--- src/rtl/fetch_unit_if.sv ---
// ---------------------------------------------------------------------------
// fetch_unit_if
//   Instruction-memory bus between the fetch stage and instruction memory.
//   One request may be outstanding at a time; a request is a single-cycle
//   pulse that memory always accepts, and the response arrives one or more
//   cycles later.
//
//   Signals
//     req     fetch request pulse (fetch -> memory)
//     addr    fetch address, meaningful while req=1 (fetch -> memory)
//     rvalid  response valid (memory -> fetch)
//     rdata   instruction word, meaningful with rvalid (memory -> fetch)
//
//   Modports
//     master  fetch-stage side
//     slave   instruction-memory side
// ---------------------------------------------------------------------------
interface fetch_unit_if;
   logic        req;
   logic [31:0] addr;
   logic        rvalid;
   logic [31:0] rdata;

   modport master (
      output req,
      output addr,
      input  rvalid,
      input  rdata
   );

   modport slave (
      input  req,
      input  addr,
      output rvalid,
      output rdata
   );
endinterface

--- src/rtl/fetch_unit.sv ---
// ---------------------------------------------------------------------------
// fetch_unit
//   Instruction-fetch stage, producer side of the IF/ID pipeline register.
//   Holds the PC, issues one instruction-memory request at a time and
//   presents {pc_o, inst_o, valid_o} to IF/ID. A hazard stall holds the
//   presented instruction; a redirect (taken branch / flush) reloads the PC
//   and turns the presented slot into an all-zero bubble. A redirect that
//   arrives while a request is in flight marks that response to be dropped.
//
//   Ports
//     clk_i          clock, rising edge
//     rst_i          synchronous active-high reset (shared with memory)
//     stall_i        hazard stall, IF/ID holds this cycle
//     redirect_i     flush / branch taken, PC <= redirect_pc_i
//     redirect_pc_i  redirect target (no alignment check)
//     imem           instruction-memory bus (master side)
//     pc_o           PC of presented instruction (registered)
//     inst_o         presented instruction, 0 for a bubble (registered)
//     valid_o        presented instruction is real (registered)
// ---------------------------------------------------------------------------
module fetch_unit #(
   parameter logic [31:0] RESET_PC = 32'h0000_0000,
   parameter logic [31:0] PC_STEP  = 32'd4
) (
   input  logic                clk_i,
   input  logic                rst_i,
   input  logic                stall_i,
   input  logic                redirect_i,
   input  logic [31:0]         redirect_pc_i,
   fetch_unit_if.master        imem,
   output logic [31:0]         pc_o,
   output logic [31:0]         inst_o,
   output logic                valid_o
);

   typedef enum logic [0:0] {
      ST_ISSUE = 1'b0,
      ST_WAIT  = 1'b1
   } state_t;

   state_t      state_r;
   state_t      state_n;
   logic [31:0] pc_r;
   logic [31:0] pc_n;
   logic [31:0] fetch_pc_r;
   logic [31:0] fetch_pc_n;
   logic        kill_r;
   logic        kill_n;

   logic        req_s;
   logic        load_s;
   logic [31:0] pc_out_n;
   logic [31:0] inst_out_n;
   logic        valid_out_n;

   // Request gating: never issue while a presented instruction is stalled,
   // so valid_o is always 0 when a response lands and no skid buffer is needed.
   always_comb begin
      req_s = (state_r == ST_ISSUE) && !redirect_i && !(valid_o && stall_i) && !rst_i;
   end

   assign imem.req  = req_s;
   assign imem.addr = pc_r;

   // Fetch FSM next-state: PC sequencing, in-flight tracking and kill marking.
   always_comb begin
      state_n    = state_r;
      pc_n       = pc_r;
      fetch_pc_n = fetch_pc_r;
      kill_n     = kill_r;
      case (state_r)
         ST_ISSUE: begin
            if (redirect_i) begin
               pc_n = redirect_pc_i;
            end else if (req_s) begin
               fetch_pc_n = pc_r;
               pc_n       = pc_r + PC_STEP;
               state_n    = ST_WAIT;
            end else begin
               state_n = ST_ISSUE;
            end
         end
         ST_WAIT: begin
            if (imem.rvalid) begin
               // Response closes the transaction whether it is kept or dropped.
               kill_n  = 1'b0;
               state_n = ST_ISSUE;
               if (redirect_i) begin
                  pc_n = redirect_pc_i;
               end else begin
                  pc_n = pc_r;
               end
            end else if (redirect_i) begin
               // Redirect with a request in flight: its data must be discarded.
               kill_n = 1'b1;
               pc_n   = redirect_pc_i;
            end else begin
               kill_n = kill_r;
            end
         end
         default: begin
            state_n = ST_ISSUE;
         end
      endcase
   end

   // Presented-instruction next value: redirect beats load beats consume.
   always_comb begin
      load_s      = (state_r == ST_WAIT) && imem.rvalid && !kill_r;
      pc_out_n    = pc_o;
      inst_out_n  = inst_o;
      valid_out_n = valid_o;
      if (redirect_i) begin
         pc_out_n    = 32'h0000_0000;
         inst_out_n  = 32'h0000_0000;
         valid_out_n = 1'b0;
      end else if (load_s) begin
         pc_out_n    = fetch_pc_r;
         inst_out_n  = imem.rdata;
         valid_out_n = 1'b1;
      end else if (valid_o && !stall_i) begin
         // IF/ID consumed the instruction; present a bubble.
         pc_out_n    = 32'h0000_0000;
         inst_out_n  = 32'h0000_0000;
         valid_out_n = 1'b0;
      end else begin
         pc_out_n    = pc_o;
         inst_out_n  = inst_o;
         valid_out_n = valid_o;
      end
   end

   // State and output registers with synchronous reset.
   always_ff @(posedge clk_i) begin
      if (rst_i) begin
         state_r    <= ST_ISSUE;
         pc_r       <= RESET_PC;
         fetch_pc_r <= 32'h0000_0000;
         kill_r     <= 1'b0;
         pc_o       <= 32'h0000_0000;
         inst_o     <= 32'h0000_0000;
         valid_o    <= 1'b0;
      end else begin
         state_r    <= state_n;
         pc_r       <= pc_n;
         fetch_pc_r <= fetch_pc_n;
         kill_r     <= kill_n;
         pc_o       <= pc_out_n;
         inst_o     <= inst_out_n;
         valid_o    <= valid_out_n;
      end
   end

endmodule

--- src/flat_wrapper.sv ---
// flat-port wrapper written by rule: the top's interface ports become plain ports
module fetch_unit_flat 
#(
   parameter logic [31:0] RESET_PC = 32'h0000_0000,
   parameter logic [31:0] PC_STEP  = 32'd4
)
  (clk_i, rst_i, stall_i, redirect_i, redirect_pc_i, pc_o, inst_o, valid_o, imem_req, imem_addr, imem_rvalid, imem_rdata);
  fetch_unit_if imem_i ();
  input  logic clk_i;
  input  logic rst_i;
  input  logic stall_i;
  input  logic redirect_i;
  input  logic [31:0] redirect_pc_i;
  output logic [31:0] pc_o;
  output logic [31:0] inst_o;
  output logic valid_o;
  output wire logic [$bits(imem_i.req)-1:0] imem_req;
  output wire logic [$bits(imem_i.addr)-1:0] imem_addr;
  input wire logic [$bits(imem_i.rvalid)-1:0] imem_rvalid;
  input wire logic [$bits(imem_i.rdata)-1:0] imem_rdata;
  assign imem_req = imem_i.req;
  assign imem_addr = imem_i.addr;
  assign imem_i.rvalid = imem_rvalid;
  assign imem_i.rdata = imem_rdata;
  fetch_unit #(.RESET_PC(RESET_PC), .PC_STEP(PC_STEP)) u_core (.clk_i(clk_i), .rst_i(rst_i), .stall_i(stall_i), .redirect_i(redirect_i), .redirect_pc_i(redirect_pc_i), .imem(imem_i), .pc_o(pc_o), .inst_o(inst_o), .valid_o(valid_o));
endmodule
--- config.mk ---
export PLATFORM = sky130hd
export DESIGN_NAME = fetch_unit_flat
export DESIGN_NICKNAME = d
export VERILOG_FILES = /design/src/rtl/fetch_unit_if.sv /design/src/rtl/fetch_unit.sv /design/src/flat_wrapper.sv
export SDC_FILE = /design/constraint.sdc
export NUM_CORES = 1
export LEC_CHECK = 0
export CORE_AREA = 10 10 144 146
export CTS_BUF_LIST = sky130_fd_sc_hd__clkbuf_2
export DETAILED_ROUTE_END_ITERATION = 10
export DIE_AREA = 0 0 154 156
export SLEW_MARGIN = 10
export SYNTH_ARGS = -nofsm -noshare
export SYNTH_HDL_FRONTEND = slang
export SYNTH_SLANG_ARGS = --single-unit
--- constraint.sdc ---
create_clock -name clk_i -period 2.4 [get_ports clk_i]
set_clock_uncertainty 0.15 [all_clocks]
set_input_delay 0.24 -clock clk_i [delete_from_list [all_inputs] [get_ports clk_i]]
set_output_delay 0.24 -clock clk_i [all_outputs]
set_load 0.02 [all_outputs]
==> results_dict.tcl, run 1 <==
set metrics [dict create \
    status "completed" \
    final_cell_mix "clkdlybuf4s50_1 (162), dfxtp_1 (124), nand2_1 (99)" \
    syn_nets 712 \
    grt_pass1_wl_um 30700 \
    worst_pin_slew_ns 0.765 \
    cts_inserted_buffers 17 \
    setup_tns_ns 0 \
    fillCellCount 1774 \
    crit_slowest_cell "clkdlybuf4s50_1" \
    hold_class "in2reg" \
    async_reset_ff_share_pct 0 \
    fp.dieW_um 154 \
    drt-initial-drc-count 432 \
    htree_levels 4 \
    relSlewSlack_pct 49.0 \
    ys_seq_elements 131 \
    multi_input_area_um2 2440 \
    seq_area_frac_synth_pct 49.7 \
    min_period_ns 2.29 \
    nets 948 \
    hpwl_um 13600 \
    io-pin-count 167 \
    vias_per_cell 4.91 \
    p_leak_nw 2.96 \
    gr-total-overflow 0 \
    dp.cells 1038 \
    stdcell_count 1120 \
    synthAdderAreaFrac_pct 0.237 \
    r2r_cells 6 \
    place_congestion 0.852 \
    cts-root-buf "clkbuf_2" \
    vdd_ir_drop_max_uv 260 \
    drv_cap 0 \
    synth_top_family_by_area "compound AO/OA/AOI/OAI gates" \
    final.period_utilization_pct 95.2 \
    cp-end-kind "output port" \
    fp-row-count 49 \
    dieArea_um2 24000 \
    design_area_um2 8240 \
    syn_to_final_growth_pct 56.1 \
    placed_area_um2 7490 \
    grt.total_usage_pct 15.7 \
    antenna_found_initial 1 \
    post-route-util_pct 46.2 \
    grt_max_degree 68 \
    antenna_left 0 \
    path_cells "buf_4 > clkdlybuf4s50_1" \
    synth_compound_area_share_pct 23.6 \
    numPortBuffers 166 \
    syn_area_um2 5280 \
    rsz0062_at_grt "no" \
    synth_ff_type "dfxtp_1" \
    start_kind "flop" \
    slew_viol_final 0 \
    coreArea_um2 17800 \
    cts_tree "built" \
    wl_per_cell_um 17.3 \
    synth.distinct_cells 52 \
    register_area_um2 2640 \
    final_common_cell "clkdlybuf4s50_1" \
    setup_violations 0 \
    cp_max_fo 7 \
    pre_cts_ws_ns 0.156 \
    fin_ws_ns 0.114 \
    reg2reg_slack_ns 0.12 \
    vias 5497 \
    route.detailed.drc 0 \
    criticalPathCategory "reg2out" \
    drive_gt1_share_pct 11.6 \
    clkLatencyLatePin_ns 0.72 \
    worstPathRequired_ns 2.01 \
    synth_mux_area_share_pct 1.14 \
    fp.dieH_um 156 \
    first_pass_iters 5 \
    synth-xor-area-share_pct 0.332 \
    hold_depth 5 \
    synth_edf_count 0 \
    start_util_pct 29.6 \
    arrival_ns 1.90 \
    first_global_vias 5498 \
    power_density_nw_per_um2 548 \
    yosys.area_share.simple_pct 20.5 \
    fmax_mhz 437 \
    clkSlewWorstSetupHoldPaths_ns 0.20 \
    cts.sinks 131 \
    hold_viol 0 \
    clk_path_buf_depth 2 \
    critPathMaxStageDelay_ns 0.64 \
    syn_inst 642 \
    syn_area_per_cell_um2 8.22 \
    synth_warnings 0 \
    routed_wl_um 19400 \
]
==> cell families (layout without fill, tap and decap cells) <==
logic type	count (synthesis)	count (layout)
AO/OA/AOI/OAI	189	189
buffers and inverters	63	311
other	0	1
AND/OR/NAND/NOR	250	250
flip-flops	131	131
adder cells (fa/ha/maj)	1	1
XOR/XNOR	2	2
multiplexers	6	6
==> path summary, 6_finish.rpt <==
check	start	endpoint
worst max register to register	u_core.imem.addr[2]	u_core.imem.addr[18]
worst min register to register	u_core.imem.addr[0]	u_core.fetch_pc_r[0]
worst min-delay path	redirect_pc_i[5]	u_core.imem.addr[5]
worst max-delay path	u_core.imem.addr[15]	imem_addr[15]
==> where the power goes <==
| group | total, mW | internal, mW | switching [mW] |
|---|---|---|---|
| Clock | 1.38 | 0.571 | 0.808 |
| Combinational | 0.817 | 0.401 | 0.416 |
| Sequential | 2.32 | 2.25 | 0.0642 |
| Total | 4.51 | 3.22 | 1.29 |
==> metrics by stage <==
| step | hold WS (ns) | power (mW) |
|---|---|---|
| after detailed placement | 0.300 | 3.11 |
| final | 0.0580 | 4.51 |
| after floorplan | 0.190 | 2.70 |
| after global routing | 0.0301 | 4.73 |
| after global placement | 0.294 | 3.11 |
| after CTS | 0.0000297 | 4.57 |
==> layout make-up <==
type	count	area share [%]
repair buffers	270	31.5
inverters	10	0.456
clock buffers	19	1.15
multi-input cells	448	29.7
well taps	229	3.48
clock inverters	12	1.69
diodes	1	0.0304
flip-flops and latches	131	32.0
==> Yosys cell counts, types with 3 or more instances <==
cell type,instances,share of area [%]
nand2b_1,4,0.47
dfxtp_1,131,50
and3_1,3,0.36
clkbuf_1,43,3.1
a211oi_1,7,1.0
nor3_1,11,1.0
a21oi_1,63,6.0
o31ai_1,3,0.43
nor4_1,6,0.71
buf_1,7,0.50
nand4_1,10,1.2
nor2_1,92,6.5
o21a_1,3,0.43
nand3_1,9,0.85
o21ai_0,15,1.4
a22oi_1,68,9.7
o22ai_1,4,0.47
mux2i_1,6,1.1
a21o_1,5,0.71
nand2_1,99,7.0
inv_1,10,0.71
==> critical path: cells and delay by family, from the launching register on <==
family | cells | cell delay, ns
flops | 1 | 0.38
buf+inv | 2 | 0.80
==> state kept, by name, summed over array words and instances (netlist names) <==
register and flops:
u_core.valid_o 1, u_core.state_r 1, u_core.fetch_pc_r 32, u_core.kill_r 1, u_core.inst_o 32, u_core.pc_o 32
u_core.imem.addr 32
==> per-layer routing <==
metal | GRT usage, % | part of all wire (%)
met5 | 0 | 0
met4 | 6.12 | 2.0
met3 | 3.89 | 6.0
met2 | 25.0 | 48
met1 | 20.0 | 44
==> what timing repair did <==
action                                 in CTS  in global routing
hold buffers                               50                  0
gates resized for setup                     2                  9
endpoints found under the hold margin      88                  0
setup endpoints to repair                   2                  7
buffers inserted                            0                  0
gates cloned                                0                  0
No activity file was read; power rests on OpenSTA's default activity.
==> run 2: changes to the inputs <==
CAP_MARGIN = 25   (was not set)
clock period = 1.86 ns   (was 2.4 ns; I/O delays follow)
==> run 2 against run 1 <==
  * The flow now finishes with violations (setup timing)
  * Non-clock buffer count increased by 61
  * Sequential cell count unchanged
  * Design area up 6.9%
  * Critical path depth grew 4
  * Register-to-register slack got worse by 0.43 ns
  * Clock power up 10%
  * Sequential share of layout area decreased by 1.6 points
  * Routed wire length is 5.2% higher
  * Worst setup slack lost 0.43 ns
  * Die area unchanged
  * Utilization rose by 3.2 points
  * Cell count rose by 5.5%
  * Critical path type is now reg2reg
  * Largest cell class is now buffers
  * Highest routed layer unchanged
==> results_dict.tcl, run 2 (same netlist as run 1, synthesis figures left out) <==
set metrics [dict create \
    final_cell_mix "nand2_1 (98), dfxtp_1 (98), nor2_1 (88)" \
    hpwl_um 14000 \
    htree_levels 4 \
    fp.dieW_um 154 \
    cts-root-buf "clkbuf_2" \
    gr-total-overflow 0 \
    fin_ws_ns -0.313 \
    power.switching_mw 1.83 \
    drt-initial-drc-count 312 \
    place_congestion 0.841 \
    nets 1009 \
    status "finished with violations" \
    clkLatencyLatePin_ns 0.72 \
    wl_per_cell_um 17.2 \
    arrival_ns 2.68 \
    cts.sinks 131 \
    fp.dieH_um 156 \
    pre_cts_ws_ns -0.312 \
    final.period_utilization_pct 117 \
    drv_cap 0 \
    criticalPathCategory "reg2reg" \
    crit_path_start "u_core.imem.addr[3]" \
    intPower_mw 3.86 \
    fmax_mhz 460 \
    failed_checks "setup timing" \
    setup_tns_ns -1.23 \
    start_util_pct 29.6 \
    cts_tree "built" \
    syn_to_final_growth_pct 66.9 \
    cp_max_fo 4 \
    clkPwrFrac_pct 26.6 \
    vias_per_cell 4.96 \
    slew_viol_final 0 \
    grt_pass1_wl_um 32000 \
    dieArea_um2 24000 \
    worstHoldStart "redirect_pc_i[6]" \
    clkSlewWorstSetupHoldPaths_ns 0.20 \
    relSlewSlack_pct 67.8 \
    cts_inserted_buffers 17 \
    cp-end-kind "flop" \
    antenna_found_initial 1 \
    vdd_ir_drop_max_uv 328 \
    power_density_nw_per_um2 646 \
    swShare_pct 32.1 \
    r2r_start "u_core.imem.addr[3]" \
    drive_gt1_share_pct 30.6 \
    vias 5865 \
    p_seq_share_pct 52.2 \
    worstPathRequired_ns 2.36 \
    pwr-share-comb_pct 21.2 \
    route.detailed.drc 0 \
    antenna_left 0 \
    numPortBuffers 166 \
    hold_class "in2reg" \
    p_total_mw 5.69 \
    start_kind "flop" \
    fp-row-count 49 \
    clk_path_buf_depth 2 \
    first_global_vias 5742 \
    grt.total_usage_pct 16.3 \
    p_leak_nw 3.52 \
    grt_max_degree 61 \
    rsz0062_at_grt "yes" \
    min_period_ns 2.17 \
    coreArea_um2 17800 \
    worst_pin_slew_ns 0.483 \
    routed_wl_um 20400 \
    hold_viol 0 \
    io-pin-count 167 \
    first_pass_iters 5 \
    setup_violations 10 \
]
[run 2: final timing paths]
kind                                               to  slack, ns  cells after the start
worst max register to register   u_core.imem.addr[18]      -0.31                      6
worst min-delay path              u_core.imem.addr[6]       0.07                      4
worst max-delay path             u_core.imem.addr[18]      -0.31                      6
worst min register to register  u_core.fetch_pc_r[15]       0.32                      2
[run 2: final cells by class]
| class | instances | area (µm²) |
|---|---|---|
| Antenna cell | 1 | 2.50 |
| Clock buffer | 17 | 85.1 |
| Clock inverter | 15 | 110 |
| Fill cell | 1707 | 9030 |
| Inverter | 10 | 37.5 |
| Multi-Input combinational cell | 448 | 2690 |
| Sequential cell | 131 | 2680 |
| Tap cell | 229 | 287 |
| Timing Repair Buffer | 331 | 2910 |
[run 2: metal layers]
metal | vias up | global-route usage [%] | routed length [µm]
met5 | - | 0 | 0
met4 | 0 | 7.60 | 595
met3 | 44 | 4.19 | 1010
met2 | 170 | 25.6 | 9870
met1 | 2771 | 20.6 | 8890
li1 | 2880 | - | -
[run 2: power groups by stage]
stage | logic (mW) | registers, mW | clock network, mW
after floorplan | 0.375 | 3.13 | 0
after global placement | 1.08 | 3.03 | 0
after detailed placement | 1.08 | 3.03 | 0
after CTS | 1.16 | 2.98 | 1.58
after global routing | 1.30 | 2.99 | 1.70
final | 1.21 | 2.97 | 1.52
[run 2: repair_timing]
action,in CTS,in global routing
pin swaps,12,22
endpoints found under the hold margin,109,0
setup endpoints to repair,110,91
hold buffers,60,0
resized for setup,270,130
buffers inserted,11,12
[run 2: through the flow]
stage                     area (µm²)  utilization (%)  hold slack [ns]  cells
final                           8810             49.4           0.0652   1182
after CTS                       8730             48.9         0.000611   1172
after detailed placement        7870             44.1            0.297   1069
after global routing            8810             49.4           0.0176   1182
after floorplan                 5340                -            0.136    642
after global placement          7870             44.1            0.294   1069
[run 2: critical path: stages, from the launching register on]
cell     delay, ns
dfxtp_4       0.41
ha_4          0.15
nand3_4       0.08
or4_4         0.52
or4_1         0.50
a21o_1        0.20
a21oi_2       0.12
